## config.mk

```make
export PLATFORM = sky130hd
export DESIGN_NAME = in_capture_driver
export DESIGN_NICKNAME = d
export VERILOG_FILES = /design/src/rtl/io_map_pkg.sv /design/src/rtl/in_debounce_bit.sv /design/src/rtl/in_capture_driver.sv
export SDC_FILE = /design/constraint.sdc
export NUM_CORES = 1
export LEC_CHECK = 0
export CORE_ASPECT_RATIO = 1.5
export CORE_UTILIZATION = 30
export CTS_CLUSTER_DIAMETER = 150
export DETAILED_ROUTE_END_ITERATION = 6
export DONT_BUFFER_PORTS = 1
export GPL_ROUTABILITY_DRIVEN = 0
export PLACE_DENSITY_LB_ADDON = 0.08
export SLEW_MARGIN = 20
export SYNTH_ARGS = -nofsm -noshare
export SYNTH_HDL_FRONTEND = slang
export SYNTH_HIERARCHICAL = 1
export SYNTH_SLANG_ARGS = --single-unit
```

## constraint.sdc

```tcl
create_clock -name clk -period 4 [get_ports clk]
set_input_delay 0.8 -clock clk [delete_from_list [all_inputs] [get_ports clk]]
set_output_delay 0.8 -clock clk [all_outputs]
set_load 0.05 [all_outputs]
```

## src/rtl/io_map_pkg.sv

```systemverilog
// Register map and shared types for the input-capture peripheral.
package io_map_pkg;

  localparam logic [31:0] IN_DATA_ADDR = 32'd12;
  localparam logic [31:0] IN_EDGE_ADDR = 32'd16;
  localparam logic [31:0] IN_IEN_ADDR  = 32'd20;

  localparam int unsigned IO_W  = 16;
  localparam int unsigned CNT_W = 3;

  typedef enum logic [1:0] {
    REG_NONE = 2'd0,
    REG_DATA = 2'd1,
    REG_EDGE = 2'd2,
    REG_IEN  = 2'd3
  } reg_sel_e;

  function automatic reg_sel_e decode_addr(input logic [31:0] addr);
    reg_sel_e sel;
    case (addr)
      IN_DATA_ADDR: sel = REG_DATA;
      IN_EDGE_ADDR: sel = REG_EDGE;
      IN_IEN_ADDR:  sel = REG_IEN;
      default:      sel = REG_NONE;
    endcase
    return sel;
  endfunction

endpackage

```

## src/rtl/in_debounce_bit.sv

```systemverilog
// One input pin: 2-flop synchronizer, tick-driven agreement counter and debounced level.
module in_debounce_bit
  import io_map_pkg::*;
#(
  parameter int unsigned DB_TICKS = 3
) (
  input  logic clk,
  input  logic rst_n,
  input  logic tick_i,
  input  logic pin_i,
  output logic db_o,
  output logic chg_o
);

  localparam logic [CNT_W-1:0] DB_LIM  = CNT_W'(DB_TICKS);
  localparam logic [CNT_W-1:0] CNT_MAX = {CNT_W{1'b1}};
  localparam logic [CNT_W-1:0] CNT_ONE = {{(CNT_W-1){1'b0}}, 1'b1};

  logic             sync1_q, sync2_q;
  logic             db_q, db_d;
  logic [CNT_W-1:0] cnt_q, cnt_d;
  logic [CNT_W-1:0] cnt_inc_s;
  logic             chg_s;

  // Saturating increment so a stuck disagreement can never wrap back to zero.
  assign cnt_inc_s = (cnt_q == CNT_MAX) ? cnt_q : (cnt_q + CNT_ONE);

  always_comb begin
    cnt_d = cnt_q;
    db_d  = db_q;
    chg_s = 1'b0;
    if (tick_i) begin
      if (sync2_q != db_q) begin
        if (cnt_inc_s == DB_LIM) begin
          db_d  = sync2_q;
          cnt_d = '0;
          chg_s = 1'b1;
        end else begin
          cnt_d = cnt_inc_s;
        end
      end else begin
        cnt_d = '0;
      end
    end else begin
      cnt_d = cnt_q;
    end
  end

  always_ff @(posedge clk or negedge rst_n) begin
    if (!rst_n) begin
      sync1_q <= 1'b0;
      sync2_q <= 1'b0;
      db_q    <= 1'b0;
      cnt_q   <= '0;
    end else begin
      sync1_q <= pin_i;
      sync2_q <= sync1_q;
      db_q    <= db_d;
      cnt_q   <= cnt_d;
    end
  end

  assign db_o  = db_q;
  assign chg_o = chg_s;

endmodule

```

## src/rtl/in_capture_driver.sv

```systemverilog
// Debounced 16-bit input port with sticky edge flags, interrupt mask and a simple
// memory-mapped read/write bus.
module in_capture_driver
  import io_map_pkg::*;
#(
  parameter int unsigned DEBOUNCE_DIV = 1000,
  parameter int unsigned DB_TICKS     = 3
) (
  input  logic        clk,
  input  logic        reset,
  input  logic [15:0] IO_port,
  input  logic [31:0] adress,
  input  logic        MemRead,
  input  logic [1:0]  MemWrite,
  input  logic [31:0] bus_in,
  output logic [31:0] bus_out,
  output logic        irq
);

  localparam logic [15:0] DIV_LAST = 16'(DEBOUNCE_DIV - 1);

  logic [15:0]     presc_q, presc_d;
  logic            tick_s;
  logic [IO_W-1:0] db_s, chg_s;
  logic [IO_W-1:0] edge_q, edge_d;
  logic [IO_W-1:0] ien_q, ien_d;
  logic            irq_q, irq_d;
  logic            wr_s;
  reg_sel_e        sel_s;
  logic            unused_bus_s;

  assign tick_s       = (presc_q == DIV_LAST);
  assign wr_s         = |MemWrite;
  assign sel_s        = decode_addr(adress);
  assign unused_bus_s = ^bus_in[31:16];

  for (genvar i = 0; i < IO_W; i++) begin : g_bit
    in_debounce_bit #(
      .DB_TICKS(DB_TICKS)
    ) u_bit (
      .clk   (clk),
      .rst_n (reset),
      .tick_i(tick_s),
      .pin_i (IO_port[i]),
      .db_o  (db_s[i]),
      .chg_o (chg_s[i])
    );
  end

  // Edge flags: a new debounced transition outranks a simultaneous write-1-to-clear.
  always_comb begin
    presc_d = tick_s ? 16'd0 : (presc_q + 16'd1);
    edge_d  = edge_q | chg_s;
    ien_d   = ien_q;
    irq_d   = |(edge_q & ien_q);
    if (wr_s && (sel_s == REG_EDGE)) begin
      edge_d = (edge_q & ~bus_in[15:0]) | chg_s;
    end else if (wr_s && (sel_s == REG_IEN)) begin
      ien_d = bus_in[15:0];
    end else begin
      ien_d = ien_q;
    end
  end

  always_ff @(posedge clk or negedge reset) begin
    if (!reset) begin
      presc_q <= 16'd0;
      edge_q  <= '0;
      ien_q   <= '0;
      irq_q   <= 1'b0;
    end else begin
      presc_q <= presc_d;
      edge_q  <= edge_d;
      ien_q   <= ien_d;
      irq_q   <= irq_d;
    end
  end

  always_comb begin
    bus_out = 32'd0;
    if (MemRead) begin
      case (sel_s)
        REG_DATA: bus_out = {16'd0, db_s};
        REG_EDGE: bus_out = {16'd0, edge_q};
        REG_IEN:  bus_out = {16'd0, ien_q};
        default:  bus_out = 32'd0;
      endcase
    end else begin
      bus_out = 32'd0;
    end
  end

  assign irq = irq_q;

endmodule

```

* Word level (Yosys, flattened, before mapping)
Cells that the tools add are included.
** Storage, ports and cells
- Logic and storage cells :: 268
- Register bits after elaboration :: 145
** Operators by class
- Mux-type cells :: 101
- $add $sub $neg :: 17
- Bitwise gates (word level) :: 6
- Equality and inequality tests :: 55
- Reduce and logical (&&, ||, !) cells :: 21
** Operator list (count)
- 3-bit two-way mux :: 48
- 32-bit by 5-bit equality test with 1-bit output (second input constant) :: 2
- 3-bit by 1-bit adder with 3-bit output (second input constant) :: 16
- 3-bit by 2-bit equality test with 1-bit output (second input constant) :: 16
- 3-bit equality test (second input constant) :: 16
- 1-bit two-way mux :: 48
- 16-bit one-hot mux with 3 select lines :: 1
- 3-bit AND reduction :: 16
- 16-bit AND :: 2
- 32-bit by 4-bit equality test with 1-bit output (second input constant) :: 1
- 16-bit two-way mux :: 2
- 32-bit two-way mux :: 1
- 16-bit OR :: 2
- 16-bit by 1-bit adder with 16-bit output (second input constant) :: 1
- 16-bit by 10-bit equality test with 1-bit output (second input constant) :: 1
- 1-bit inequality test :: 16
- 16-bit NOT :: 1
- 16-bit OR reduction :: 1
- 2-bit one-hot mux with 3 select lines :: 1
- 2-bit equality test (second input constant) :: 2
- 2-bit by 1-bit equality test with 1-bit output (second input constant) :: 1
- 1-bit logical AND :: 2
- 2-bit AND reduction :: 1
- 2-bit OR reduction :: 1
- 1-bit NOT :: 1

* Longest topological paths before layout
Gate-level depths: netlist of the first run.
- Depth in word-level cells :: 8
- Gate-level depth with buffers :: 8
- Depth with buffers taken out :: 7

* Cells and area by module
The synthesis of the first run kept the hierarchy.
** Modules (own cells, without submodules)
- in_debounce_bit :: cells each 22, area each 260.2 µm², times used 16, seq. area each 150.1 µm²
- in_capture_driver :: cells each 286, area each 2879.0 µm², times used 1, seq. area each 1226.2 µm²

* Worst setup path before layout of the first run
OpenSTA, ideal clock, no wires.
- Kind :: register to register
- Start :: reg presc_q[12]
- End :: reg g_bit[0].u_bit.db_q
- Data required time :: 3.874 ns
- Clock period less this slack :: 4.229 ns
- Setup slack :: -0.229 ns
- Cell stages (with the launch flop) :: 7
- Library setup time :: 0.126 ns
- Data arrival time :: 4.103 ns
- Path through :: dfrtp_1 -> or4_1 -> nor2_1 -> and3_1 -> clkbuf_1 -> nand2_1 -> mux2_4
** On the way
- Cells in the longest elaborated chain, start to end :: 2
** Ends and longest elaborated chain
- from (decl) :: RTL line in_capture_driver.sv:22 : logic [15:0] presc_q, presc_d;
- from (signal assigned) :: RTL line in_capture_driver.sv:72 : presc_q <= presc_d;
- 16-bit by 10-bit equality test with 1-bit output :: RTL line in_capture_driver.sv:32 : assign tick_s = (presc_q == DIV_LAST);
- via tick_s :: RTL line in_capture_driver.sv:23 : logic tick_s;
- 3-bit AND reduction (no line)
- to (signal assigned) :: RTL line in_debounce_bit.sv:53 : db_q <= 1'b0;
- to (signal assigned) :: RTL line in_debounce_bit.sv:58 : db_q <= db_d;
- to (decl) :: RTL line in_debounce_bit.sv:20 : logic db_q, db_d;
The timed path passes the listed nets, and every way through them passes these cells.
A chain may end at the register's enable or synchronous reset.

* Final worst setup path of the first run
- Start :: in adress[27]
- End :: out bus_out[10]
** On the way
- Cells in the longest elaborated chain, start to end :: 5
- Elaborated cells on any way between the ends :: 9
- Those cells by class :: eq/ne (6); mux (3)
** Ends and longest elaborated chain
- from (decl) :: RTL line in_capture_driver.sv:12 : input logic [31:0] adress,
- 32-bit by 5-bit equality test with 1-bit output or 32-bit by 4-bit equality test with 1-bit output (tied branches) :: RTL line io_map_pkg.sv:20 : case (addr)
- 2-bit one-hot mux with 3 select lines (*) :: RTL line io_map_pkg.sv:20
- 2-bit equality test or 2-bit by 1-bit equality test with 1-bit output (tied branches) :: RTL line in_capture_driver.sv:82 : case (sel_s)
- 16-bit one-hot mux with 3 select lines (*) :: RTL line in_capture_driver.sv:82
- 32-bit two-way mux (*) :: RTL line in_capture_driver.sv:81 : if (MemRead) begin
- to (decl) :: RTL line in_capture_driver.sv:16 : output logic [31:0] bus_out,
Mark *: on every way between the ends. The rest lies on a longest branch, timed or not.

==> metrics.csv, run 1 <==
stage,metric,value,unit
sta,worst_slew_pin_slew,0.8810,ns
placement,placed_cells,957,
route,num_vias,4890,
sta,post-route-period-util,85.78,%
floorplan,rows,68,
logic_synthesis,syn_area_per_cell,11.04,µm²
worst_setup_path,cp_top_family,simple AND/OR/NAND/NOR gates,
sta,setup_viol,0,
finish,drive_above_1_share,15.88,%
route,drc,0,
worst_setup_path,crit_type,input port to primary output,
clock_tree,cts_hold_buf,0,
placement,post-dp-hpwl,11280,µm
worst_setup_path,path_cells,nor4_2 -> nand4_2 -> or4b_1 -> nor2_1 -> buf_4,
placement,pre_cts_slack,0.5463,ns
route,vias_per_cell,4.944,
clock_tree,cts_resized,0,
global_routing,grt_pass1_vias,5044,
logic_synthesis,netlist_area,0.007043,mm²
finish,multi_input_area,0.003163,mm²
floorplan,die_area,0.02411,mm²
worst_setup_path,cpPeakStageDelay,0.83,ns
power_and_ir_drop,ir_worst_vdd,0.2834,mV
logic_synthesis,synth_ff_type,dfrtp_1,
global_routing,grt_max_degree,146,
route,drtPass1Iterations,4,
clock_tree,clock_path_buffers,2,
finish,seq_area,0.003628,mm²
sta,setup_tns,0,ns
sta,rsz0062_at_grt,false,
outcome,status,"finished, final reports clean",
sta,max_slew_margin,41.27,%
route,routed_wirelength,16970,µm
floorplan,die_h,189.7,µm
clock_tree,htree_levels,4,
clock_tree,cts_tree,built,
hold_path,hold_class,input port to async pin,
floorplan,die-width,127.1,µm
finish,mostFrequentLayoutCells,"dfrtp_1, nor2_1, nand2_1",
floorplan,initial_core_util,30.55,%
worst_setup_path,crit_arrival,2.63,ns
logic_synthesis,synth_cell_types,40,
logic_synthesis,synth_edf_count,0,
clock_tree,clock_latency,0.43,ns
global_routing,overflow,0,
sta,whs,0.06702,ns
worst_setup_path,critical_path_buf_inv_count,1,
logic_synthesis,async_flop_share,100.0,%
sta,finalHoldViolCount,0,
flow_run,max_cap_violations,0,
sta,fin_skew,0.01245,ns
logic_synthesis,yosys_register_bits,145,
finish,post-route-util,35.34,%
finish,n_antenna_cell,0,
finish,final_common_cell,dfrtp_1,
route,wl_per_cell,17.16,µm
logic_synthesis,netlist_instances,638,
worst_setup_path,crit_fanout,9,
route,drt_iter0_markers,180,
sta,drv_slew,0,
finish,final_cells,989,
floorplan,design.core.area,0.02306,mm²
clock_tree,cts_buffers,17,
global_routing,grt_use_total,15.01,%
route,ant_nets,0,
clock_tree,post-cts-setup-buffer-count,0,
logic_synthesis,seq_area_frac_synth,51.52,%
finish,nets,763,
sta,timing.fmax,291.4,MHz
floorplan,ios,118,
worst_setup_path,slowest_stage,or4b_1,
finish,syn_to_final_growth,15.69,%
clock_tree,clock_sink_count,145,
worst_setup_path,crit_path_start_kind,input port,
global_routing,antenna_found_initial,0,
worst_setup_path,required,3.20,ns
finish,fillers,2300,
placement,portBuffers,0,
clock_tree,path_clk_slew,0.06,ns
logic_synthesis,synth_warnings,6,
sta,layout_setup_ws,0.5688,ns
power_and_ir_drop,power-per-cell-area,419.7,mW/mm²
worst_setup_path,cp-end-kind,primary output,
power_and_ir_drop,p_leak,3.735,nW
clock_tree,cts_root_buffer,clkbuf_16,
sta,min_period,3.431,ns
global_routing,grt_pass1_wl,27220,µm
==> path summary, 6_finish.rpt <==
path	startpoint	to	slack, ns	cells past startpoint
hold / removal	reset	g_bit[1].u_bit/sync1_q	0.07	0
setup / recovery	adress[27]	bus_out[10]	0.57	5
hold reg to reg	g_bit[8].u_bit/sync1_q	g_bit[8].u_bit/sync2_q	0.35	0
max in group asynchronous	reset	g_bit[5].u_bit/cnt_q[0]	3.59	0
setup reg to reg	presc_q[12]	g_bit[11].u_bit/db_o	1.68	6
min in group clk	g_bit[8].u_bit/sync1_q	g_bit[8].u_bit/sync2_q	0.35	0
==> power by group <==
| group | total [W] | switching [W] | internal [W] |
|---|---|---|---|
| Sequential | 0.00149 | 0.00000896 | 0.00148 |
| Clock | 0.00185 | 0.000618 | 0.00123 |
| Combinational | 0.0000762 | 0.0000591 | 0.0000171 |
| Total | 0.00342 | 0.000686 | 0.00273 |
==> logic make-up after synthesis <==
family | share of synthesized area (%)
and+or+nand+nor | 16.88
DFF | 51.52
AOI/OAI and AO/OA | 11.58
buffers and inverters | 4.441
muxes | 8.776
xor gates and xnor gates | 3.731
adders and majority gates | 3.020
other | 0.05324
==> layout make-up <==
type	count	share of cell area (%)
clock inverter	10	2.488
multi-input combinational	445	38.82
sequential	145	44.53
tap	315	4.837
timing repair buffer	18	1.812
inverter	34	1.566
clock buffer	22	5.943
==> metal layers <==
layer,up-vias,global-route usage [%],share of wire [%],wire length (µm)
met5,-,0,0,0
met2,124,25.44,49,8376
met4,0,6.960,2.6,447
li1,2308,-,-,-
met1,2433,17.39,43,7338
met3,25,4.359,4.8,810
==> state kept, by name (all words and copies together), names as in the netlist <==
register	cells
presc_q	16
g_bit.u_bit/db_o	16
g_bit.u_bit/sync1_q	16
g_bit.u_bit/cnt_q	48
edge_q	16
ien_q	16
irq	1
g_bit.u_bit/sync2_q	16
==> synth_stat cells, types with 6 or more instances <==
master | count | share of area [%]
mux2_4 | 26 | 5.5
nor2_1 | 63 | 3.4
or4_1 | 17 | 1.8
a31oi_1 | 16 | 1.4
and3_1 | 10 | 0.89
o21ai_0 | 23 | 1.6
mux2_2 | 6 | 0.96
mux2i_1 | 16 | 2.3
inv_1 | 33 | 1.8
xor2_1 | 7 | 0.87
nor4b_2 | 16 | 3.4
a21o_1 | 16 | 1.7
nand2_1 | 45 | 2.4
and2_1 | 17 | 1.5
xnor2_1 | 23 | 2.9
a21oi_1 | 41 | 2.9
o22ai_1 | 32 | 2.8
nor4_2 | 6 | 1.1
dfrtp_1 | 145 | 52
ha_1 | 17 | 3.0
clkbuf_1 | 8 | 0.43
buf_4 | 16 | 1.7
==> per-stage QoR <==
step | power [W] | cell area, µm²
final | 0.003420 | 8148
after global routing | 0.003536 | 8148
after CTS | 0.003474 | 8148
after detailed placement | 0.001595 | 7461
after global placement | 0.001595 | 7461
after floorplan | 0.001596 | 7101
No activity file was read; power rests on OpenSTA's default activity.
==> run 2: changes to the inputs <==
--- a/config.mk
+++ b/config.mk
@@ -6,7 +6,7 @@
 export NUM_CORES = 1
 export LEC_CHECK = 0
 export CORE_ASPECT_RATIO = 1.5
-export CORE_UTILIZATION = 30
+export CORE_UTILIZATION = 50
 export CTS_CLUSTER_DIAMETER = 150
 export DETAILED_ROUTE_END_ITERATION = 6
 export DONT_BUFFER_PORTS = 1
==> run 2 against run 1 <==
Sequential share of layout area grew 1.9 points; critical path depth is the same; worst setup slack lost 0.0069 ns; register-to-register slack lost 0.28 ns; die area shrank 40%; clock power shrank 18%; first-iteration DRC count grew 44%; largest power group unchanged; highest routed layer unchanged.
==> metrics.csv, run 2 (synthesis gave the netlist of run 1 again) <==
stage,metric,value,unit
outcome,status,"finished, final reports clean",
sta,fin_skew,0.006688,ns
power_and_ir_drop,power-per-cell-area,394.6,mW/mm²
worst_setup_path,cp-end-kind,primary output,
route,num_vias,4832,
sta,drv_slew,0,
floorplan,design.core.area,0.01360,mm²
clock_tree,clock_sink_count,145,
worst_setup_path,crit_path_start_kind,input port,
sta,post-route-period-util,85.95,%
power_and_ir_drop,p_leak,3.666,nW
global_routing,grt_pass1_wl,24480,µm
worst_setup_path,crit_type,input port to primary output,
route,drc,0,
floorplan,initial_core_util,51.79,%
worst_setup_path,endpoint,bus_out[12],
worst_setup_path,cpPeakStageDelay,0.89,ns
finish,drive_above_1_share,15.60,%
clock_tree,cts_resized,0,
worst_setup_path,path_cells,nor4_2 -> nand4_2 -> or4b_1 -> nor2_1 -> buf_4,
flow_run,max_cap_violations,0,
sta,min_period,3.438,ns
global_routing,grt_max_degree,146,
finish,syn_to_final_growth,11.01,%
finish,nets,762,
hold_path,hold_class,input port to async pin,
route,routed_wirelength,14840,µm
route,drt_iter0_markers,260,
global_routing,antenna_found_initial,0,
global_routing,grt_use_total,21.85,%
clock_tree,clock_path_buffers,2,
sta,timing.fmax,290.9,MHz
power_and_ir_drop,ir_worst_vdd,0.2730,mV
finish,largest_reg_flops,48,
clock_tree,cts_hold_buf,0,
worst_setup_path,crit_start,adress[15],
worst_setup_path,crit_arrival,2.64,ns
worst_setup_path,crit_fanout,9,
worst_setup_path,reg2reg_slack,1.40,ns
clock_tree,post-cts-setup-buffer-count,0,
clock_tree,cts_root_buffer,clkbuf_16,
sta,setup_tns,0,ns
sta,rsz0062_at_grt,false,
route,wl_met1,6164,µm
worst_setup_path,timing.rr.end,g_bit[3].u_bit/db_o,
finish,post-route-util,57.50,%
worst_setup_path,timing.reg2reg.worst_path_depth,5,
placement,post-dp-hpwl,9709,µm
route,wl_per_cell,17.77,µm
clock_tree,cts_tree,built,
clock_tree,path_clk_slew,0.06,ns
worst_setup_path,slowest_stage,or4b_1,
route,ant_nets,0,
floorplan,ios,118,
sta,finalHoldViolCount,0,
route,vias_per_cell,5.787,
route,dr_wl_met3,841,µm
finish,mostFrequentLayoutCells,"dfrtp_1, nor2_1, nand2_1",
finish,largest_register,g_bit.u_bit/cnt_q,
sta,worst_slew_pin_slew,0.9613,ns
worst_setup_path,required,3.20,ns
clock_tree,htree_levels,4,
sta,setup_viol,0,
floorplan,rows,52,
route,drtPass1Iterations,4,
placement,portBuffers,0,
finish,final_common_cell,dfrtp_1,
route,wl_met2,7377,µm
floorplan,die-width,98.91,µm
floorplan,die_h,147.4,µm
clock_tree,clock_latency,0.42,ns
floorplan,die_area,0.01457,mm²
clock_tree,cts_buffers,17,
global_routing,grt_pass1_vias,4928,
route,maxUsedRoutingLayer,met4,
worst_setup_path,r2r-start,presc_q[12],
sta,max_slew_margin,35.91,%
global_routing,overflow,0,
finish,n_antenna_cell,0,
## run 2: cell count changes in the layout (fill, tap and decap cells not counted), sizes merged
cell / before / now
buf: 18 / 17
clkinv: 4 / 6
bufinv: 6 / 1
clkbuf: 22 / 23
clkinvlp: 1 / 3
## run 2: worst min-delay path by stage
stage               depth (start not counted)                    start  slack [ns]                      end
floorplan                                   0   g_bit[0].u_bit/sync1_q        0.33   g_bit[0].u_bit/sync2_q
global placement                            0  g_bit[12].u_bit/sync1_q        0.33  g_bit[12].u_bit/sync2_q
detailed placement                          0  g_bit[12].u_bit/sync1_q        0.34  g_bit[12].u_bit/sync2_q
CTS                                         0                    reset        0.06  g_bit[8].u_bit/cnt_q[2]
global route                                0                    reset        0.06  g_bit[8].u_bit/cnt_q[0]
finish                                      0                    reset        0.07  g_bit[8].u_bit/cnt_q[1]
## run 2: area by class of cell
cell class	count	area, µm²
Sequential cell	145	3628
Clock inverter	9	81.33
Clock buffer	23	488.0
Fill cell	1130	5779
Inverter	34	127.6
Tap cell	162	202.7
Multi-Input combinational cell	445	3163
Timing Repair Buffer	17	127.6
## run 2: metrics by stage
stage | std cells | hold slack (ns) | power, W | setup slack, ns | cell area [µm²]
after CTS | 835 | 0.05774 | 0.003121 | 0.5656 | 7819
final | 835 | 0.07423 | 0.003085 | 0.5619 | 7819
after global routing | 835 | 0.05554 | 0.003185 | 0.4835 | 7819
after floorplan | 653 | 0.3312 | 0.001596 | 0.4880 | 7101
after detailed placement | 803 | 0.3355 | 0.001592 | 0.5708 | 7249
after global placement | 803 | 0.3338 | 0.001591 | 0.5930 | 7249
## run 2: critical path, delay by kind of cell
family / cells / cell delay, ns
simple gates: 4 / 1.62
buf+inv: 1 / 0.22
## run 2: where the power goes
| group | internal [W] | total, W | leakage (nW) | switching [W] |
|---|---|---|---|---|
| sequential | 0.00148 | 0.00149 | 1.94 | 0.00000836 |
| combinational | 0.0000165 | 0.0000742 | 1.45 | 0.0000577 |
| clock | 0.000917 | 0.00152 | 0.275 | 0.000601 |
| total | 0.00242 | 0.00308 | 3.67 | 0.000667 |
## run 2: metal layers
metal  GRT usage [%]  up-vias
met5               0        -
met4           9.776        0
met3           6.470       28
met2           36.43      114
met1           25.96     2393
li1                -     2297
